### src/rtl/ex_operand_forward_unit.sv
// EX operand forwarding with load-use stall handling; registers the EX operands.
// Define FWD_STATS_EN to add the fwd_count/stall_count statistics outputs.
module ex_operand_forward_unit #(
    parameter int XLEN = 32
) (
    input  logic            clk,
    input  logic            reset,
    input  logic            id_valid,
    input  logic [4:0]      rs1_addr_id,
    input  logic [4:0]      rs2_addr_id,
    input  logic [XLEN-1:0] rs1_data_id,
    input  logic [XLEN-1:0] rs2_data_id,
    input  logic            fwd_rs1_mem,
    input  logic            fwd_rs2_mem,
    input  logic            fwd_rs1_wb,
    input  logic            fwd_rs2_wb,
    input  logic [XLEN-1:0] alu_result_mem,
    input  logic            mem_is_load,
    input  logic [XLEN-1:0] wb_data,
    output logic [XLEN-1:0] operand_a,
    output logic [XLEN-1:0] operand_b,
    output logic            ex_valid,
    output logic            stall_id
`ifdef FWD_STATS_EN
    ,
    output logic [15:0]     fwd_count,
    output logic [15:0]     stall_count
`endif
);

    typedef enum logic {RUN, LOAD_STALL} state_e;

    state_e          state_q, state_d;
    logic [XLEN-1:0] operand_a_q, operand_a_d;
    logic [XLEN-1:0] operand_b_q, operand_b_d;
    logic            ex_valid_q, ex_valid_d;
    logic            stall_id_q, stall_id_d;
    logic            pend_rs1_q, pend_rs1_d;
    logic            pend_rs2_q, pend_rs2_d;
    logic [XLEN-1:0] cap_a_q, cap_a_d;
    logic [XLEN-1:0] cap_b_q, cap_b_d;

    logic            q1_mem, q2_mem, q1_wb, q2_wb;
    logic            hazard, fwd_any;
    logic            fwd_evt, stall_evt;
    logic [XLEN-1:0] wsel_a, wsel_b, sel_a, sel_b;

    // x0 is hardwired zero, so forwarding into it is suppressed
    assign q1_mem = fwd_rs1_mem && (rs1_addr_id != 5'd0);
    assign q2_mem = fwd_rs2_mem && (rs2_addr_id != 5'd0);
    assign q1_wb  = fwd_rs1_wb  && (rs1_addr_id != 5'd0);
    assign q2_wb  = fwd_rs2_wb  && (rs2_addr_id != 5'd0);

    assign wsel_a  = q1_wb  ? wb_data : rs1_data_id;
    assign wsel_b  = q2_wb  ? wb_data : rs2_data_id;
    assign sel_a   = q1_mem ? alu_result_mem : wsel_a;
    assign sel_b   = q2_mem ? alu_result_mem : wsel_b;
    assign hazard  = id_valid && mem_is_load && (q1_mem || q2_mem);
    assign fwd_any = id_valid && (q1_mem || q2_mem || q1_wb || q2_wb);

    always_comb begin
        state_d     = state_q;
        operand_a_d = operand_a_q;
        operand_b_d = operand_b_q;
        ex_valid_d  = ex_valid_q;
        stall_id_d  = stall_id_q;
        pend_rs1_d  = pend_rs1_q;
        pend_rs2_d  = pend_rs2_q;
        cap_a_d     = cap_a_q;
        cap_b_d     = cap_b_q;
        fwd_evt     = 1'b0;
        stall_evt   = 1'b0;
        case (state_q)
            RUN: begin
                if (hazard) begin
                    pend_rs1_d = q1_mem;
                    pend_rs2_d = q2_mem;
                    cap_a_d    = q1_mem ? rs1_data_id : wsel_a;
                    cap_b_d    = q2_mem ? rs2_data_id : wsel_b;
                    ex_valid_d = 1'b0;
                    stall_id_d = 1'b1;
                    state_d    = LOAD_STALL;
                    stall_evt  = 1'b1;
                end else begin
                    operand_a_d = sel_a;
                    operand_b_d = sel_b;
                    ex_valid_d  = id_valid;
                    stall_id_d  = 1'b0;
                    fwd_evt     = fwd_any;
                end
            end
            LOAD_STALL: begin
                // the load result is now on the WB bus
                operand_a_d = pend_rs1_q ? wb_data : cap_a_q;
                operand_b_d = pend_rs2_q ? wb_data : cap_b_q;
                ex_valid_d  = 1'b1;
                stall_id_d  = 1'b0;
                pend_rs1_d  = 1'b0;
                pend_rs2_d  = 1'b0;
                state_d     = RUN;
                fwd_evt     = 1'b1;
            end
            default: state_d = RUN;
        endcase
        if (reset) begin
            state_d     = RUN;
            operand_a_d = '0;
            operand_b_d = '0;
            ex_valid_d  = 1'b0;
            stall_id_d  = 1'b0;
            pend_rs1_d  = 1'b0;
            pend_rs2_d  = 1'b0;
            cap_a_d     = '0;
            cap_b_d     = '0;
        end
    end

    always_ff @(posedge clk) begin
        state_q     <= state_d;
        operand_a_q <= operand_a_d;
        operand_b_q <= operand_b_d;
        ex_valid_q  <= ex_valid_d;
        stall_id_q  <= stall_id_d;
        pend_rs1_q  <= pend_rs1_d;
        pend_rs2_q  <= pend_rs2_d;
        cap_a_q     <= cap_a_d;
        cap_b_q     <= cap_b_d;
    end

    assign operand_a = operand_a_q;
    assign operand_b = operand_b_q;
    assign ex_valid  = ex_valid_q;
    assign stall_id  = stall_id_q;

`ifdef FWD_STATS_EN
    logic [15:0] fwd_count_q, fwd_count_d;
    logic [15:0] stall_count_q, stall_count_d;

    always_comb begin
        fwd_count_d   = fwd_count_q;
        stall_count_d = stall_count_q;
        if (fwd_evt && fwd_count_q != 16'hFFFF)
            fwd_count_d = fwd_count_q + 16'd1;
        if (stall_evt && stall_count_q != 16'hFFFF)
            stall_count_d = stall_count_q + 16'd1;
        if (reset) begin
            fwd_count_d   = '0;
            stall_count_d = '0;
        end
    end

    always_ff @(posedge clk) begin
        fwd_count_q   <= fwd_count_d;
        stall_count_q <= stall_count_d;
    end

    assign fwd_count   = fwd_count_q;
    assign stall_count = stall_count_q;
`else
    logic unused_stats;
    assign unused_stats = fwd_evt ^ stall_evt;
`endif

endmodule

### config.mk
export PLATFORM = sky130hd
export DESIGN_NAME = ex_operand_forward_unit
export DESIGN_NICKNAME = d
export VERILOG_FILES = /design/src/rtl/ex_operand_forward_unit.sv
export SDC_FILE = /design/constraint.sdc
export NUM_CORES = 1
export LEC_CHECK = 0
export BUFFER_PORTS_ARGS = -buffer_cell sky130_fd_sc_hd__buf_2
export CAP_MARGIN = 15
export CORE_MARGIN = 2
export CORE_UTILIZATION = 49
export DETAILED_ROUTE_END_ITERATION = 7
export PLACE_DENSITY = 0.79
export SETUP_SLACK_MARGIN = 0.5
export SKIP_LAST_GASP = 1
export SYNTH_ARGS = -nofsm -noshare
export SYNTH_HDL_FRONTEND = slang
export SYNTH_SLANG_ARGS = --single-unit
### constraint.sdc
create_clock -name clk -period 1.95 [get_ports clk]
set_input_delay 0.39 -clock clk [delete_from_list [all_inputs] [get_ports clk]]
set_output_delay 0.39 -clock clk [all_outputs]
set_load 0.1 [all_outputs]
==> reports/summary.txt <==
Worst setup EP type = flip-flop
Sequential power share = 0.316
Clock Power Share = 0.352
Core Rows = 47
Max H-tree Level = 4
Combinational fraction of design power = 0.332
Vias per cell = 6.61
Slew Limit Fails = 0
Initial antenna violation count = 2
CP Launch Type = input pin
DR vias = 9899
Simple-Gate Fraction of Synth Area = 0.185
CTS tree = yes
Initial Util = 0.503
GRT Residual Overflow = 0
Die Y = 134 um
Max VDD drop = 0.644 mV
Pint = 6.28 mW
Finished Cell Area = 12300 um2
Die ar. = 18100 um2
Syn nets = 1175
WS Path Type = input pin to flip-flop
Worst Hold Class = input pin to flip-flop
Post-synth ARST share = 0
Area Overhead vs Synth = 46.9%
Hold_buf cts = 0
Final min period = 1.79 ns
Synth Warn # = 0
Drt drc = 0
FF/Latch Area = 2660 um2
Area after DPL = 10000 um2
Top cells by area, synth = dfxtp_1, mux2i_1, nor2_1
Final cycle utilization of the critical path = 0.915
Crit Path Max Fanout = 7
Tot Pwr = 9.83 mW
Combinational family with the most area after synthesis = compound AO/OA/AOI/OAI gates
Slew @ Worst Pin = 0.682 ns
Data required, critical path = 2.26 ns
Final setup vio count = 0
Antenna-violating nets left = 0
Main synth FF type = dfxtp_1
Status = completed
Post-synthesis register bit count = 132
Worst setup margin = 0.165 ns
First-pass GRT wire length = 47.3 mm
Final Hold Vio Count = 0
Fill count = 1139
Post-synth EDFFs = 0
Max-cap viol count = 0
Mapped Cells = 1029
Largest net degree at the start of global routing = 50
Die W = 134 um
Root Buffer = clkbuf_16
Worst skew pair latency = 0.43 ns
Clock Sinks = 132
Initial DRC count = 1164
Synth Area in Adders = 0
RSZ-0062 raised after global routing = true
Register area share after synthesis = 0.317
TritonCTS buffer count = 17
Place WS = -0.165 ns
Clk buf depth = 2
FMAX = 0.560 GHz
Syn_area_per_cell = 8.10 um2
Core Region = 16600 um2
Synth top area share = 0.317
IO Port Bufs = 211
Wire length per cell = 22.8 um
Worst slew margin = 0.540
Synth Area in XOR/XNOR = 0
RD Place Congestion = 0.851
GRT Total Usage = 0.329
Final wirelength = 34.1 mm
Netlist cell types = 43
Vias in the first global route = 8866
Sw frac = 0.362
Post-DP HPWL = 19.9 mm
Final Net Count = 1409
Post-synthesis mux area share = 0.159
P_sw = 3.56 mW
Post-synthesis compound-gate area fraction = 0.270
PD cells = 803 nW/um2
Initial DRT Pass Iterations = 5
Multi-input logic area = 5560 um2
Cell Area, Synth = 8340 um2
Worst EP arrival = 2.10 ns
Worst-path clk slew = 0.06 ns
Layout cells sized above 1 = 0.400
Skew final = 0.0118 ns
Leakage power = 4.74 nW
Num ports = 212
Post-synth top area cell = dfxtp_1
## cells in the mapped netlist (2+ instances only)
cell         n
a211oi_1    64
a21oi_1     70
a22oi_1     44
a32oi_1      5
buf_1       15
buf_2       31
buf_4        2
buf_6        9
clkbuf_1    58
dfxtp_1    132
inv_1        5
mux2_2      49
mux2i_1     77
nand2_1     34
nand2b_1     3
nand3_1      2
nand3b_1    13
nor2_1     158
nor3_1      60
nor3b_1     33
o2111ai_1   33
o211ai_1     2
o21ai_0     25
o21ai_1      3
o21ai_2      2
o21bai_1    18
o22ai_1     35
o311ai_0    13
or2_2        2
or3_1       19
## state kept, by name (all words and copies together) (netlist names)
name        flops
cap_a_q        32
cap_b_q        32
ex_valid        1
operand_a      32
operand_b      32
pend_rs1_q      1
pend_rs2_q      1
stall_id        1
## layout make-up
class / count / share of cell area
multi-input combinational: 776 / 0.453
sequential: 132 / 0.217
antenna: 1 / 0.000204
clock inverter: 14 / 0.0150
tap: 220 / 0.0225
timing repair buffer: 331 / 0.254
clock buffer: 18 / 0.0358
inverter: 5 / 0.00184
## layer usage
metal  wire (um)  GRT usage  vias to the layer above
met5           8          0                        -
met4        1490      0.135                        2
met3        3540     0.0623                      157
met2       16300      0.534                      750
met1       12800      0.432                     4654
li1            -          -                     4336
## critical path, stage by stage
cell       delay, ns
buf_2           0.10
or3_4           0.12
buf_8           0.14
o21ai_4         0.07
a211oi_4        0.49
buf_6           0.23
buf_12          0.14
clkbuf_16       0.14
nor2_1          0.04
a211oi_1        0.24
## timing repair
item | in CTS | in global routing
setup endpoints to repair | 195 | 166
cloned | 4 | 13
setup buffers | 8 | 16
pin swaps | 32 | 42
resized for setup | 152 | 141
## placed cells by master (no fill, tap or decap), types with 6 or more instances in the layout
cell type  synthesis  routed
buf_2             31     143
nor2_1           158     142
dfxtp_1          132     123
mux2i_1           77      72
buf_6              9      71
a21oi_1           70      67
buf_4              2      62
nor3_1            60      59
mux2_2            49      49
a211oi_1          64      39
nand2_1           34      33
nor3b_1           33      33
buf_12             0      31
o22ai_1           35      30
a22oi_1           44      30
o2111ai_1         33      30
clkbuf_16          0      27
a211oi_2           0      24
o21bai_1          18      18
o21ai_0           25      18
or3_1             19      17
a22oi_2            0      14
nand3b_1          13      13
o311ai_0          13      12
nor2_2             1      11
buf_8              1      10
o21ai_1            3       7
nor2_4             0       6
dfxtp_2            0       6
## path summary, 6_finish.rpt
kind | start | to | slack (ns) | cells after the start
hold / removal | id_valid | ex_valid | 0.31 | 3
hold reg to reg | operand_a[28] | operand_a[28] | 0.47 | 2
setup reg to reg | stall_id | operand_a[8] | 0.22 | 7
setup / recovery | rs1_addr_id[4] | cap_a_q[10] | 0.16 | 10
## per-stage QoR
step	hold slack, ns	TNS [ns]	std cells	util
4_1_cts	0.281	0	1467	0.682
3_5_place_dp	0.445	-8.55	1423	0.604
5_1_grt	0.326	0	1497	0.739
6_report	0.307	0	1497	0.739
3_3_place_gp	0.441	-6.69	1423	0.604
2_1_floorplan	0.431	0	1029	-
## cell families (layout without fill, tap and decap cells)
kind of cell / after synthesis / after routing
and+or+nand+nor: 327 / 327
AOI/OAI and AO/OA: 323 / 323
DFF: 132 / 132
muxes: 126 / 126
buffers and inverters: 121 / 368
other: 0 / 1
## power groups by stage
stage	Clock, mW	Sequential (mW)	Combinational [mW]
4_1_cts	3.43	3.08	2.91
3_5_place_dp	0	3.11	2.68
2_1_floorplan	0	4.01	1.01
3_3_place_gp	0	3.10	2.64
5_1_grt	3.57	3.13	3.39
6_report	3.46	3.11	3.26
Power figures use the tool's default switching activity.
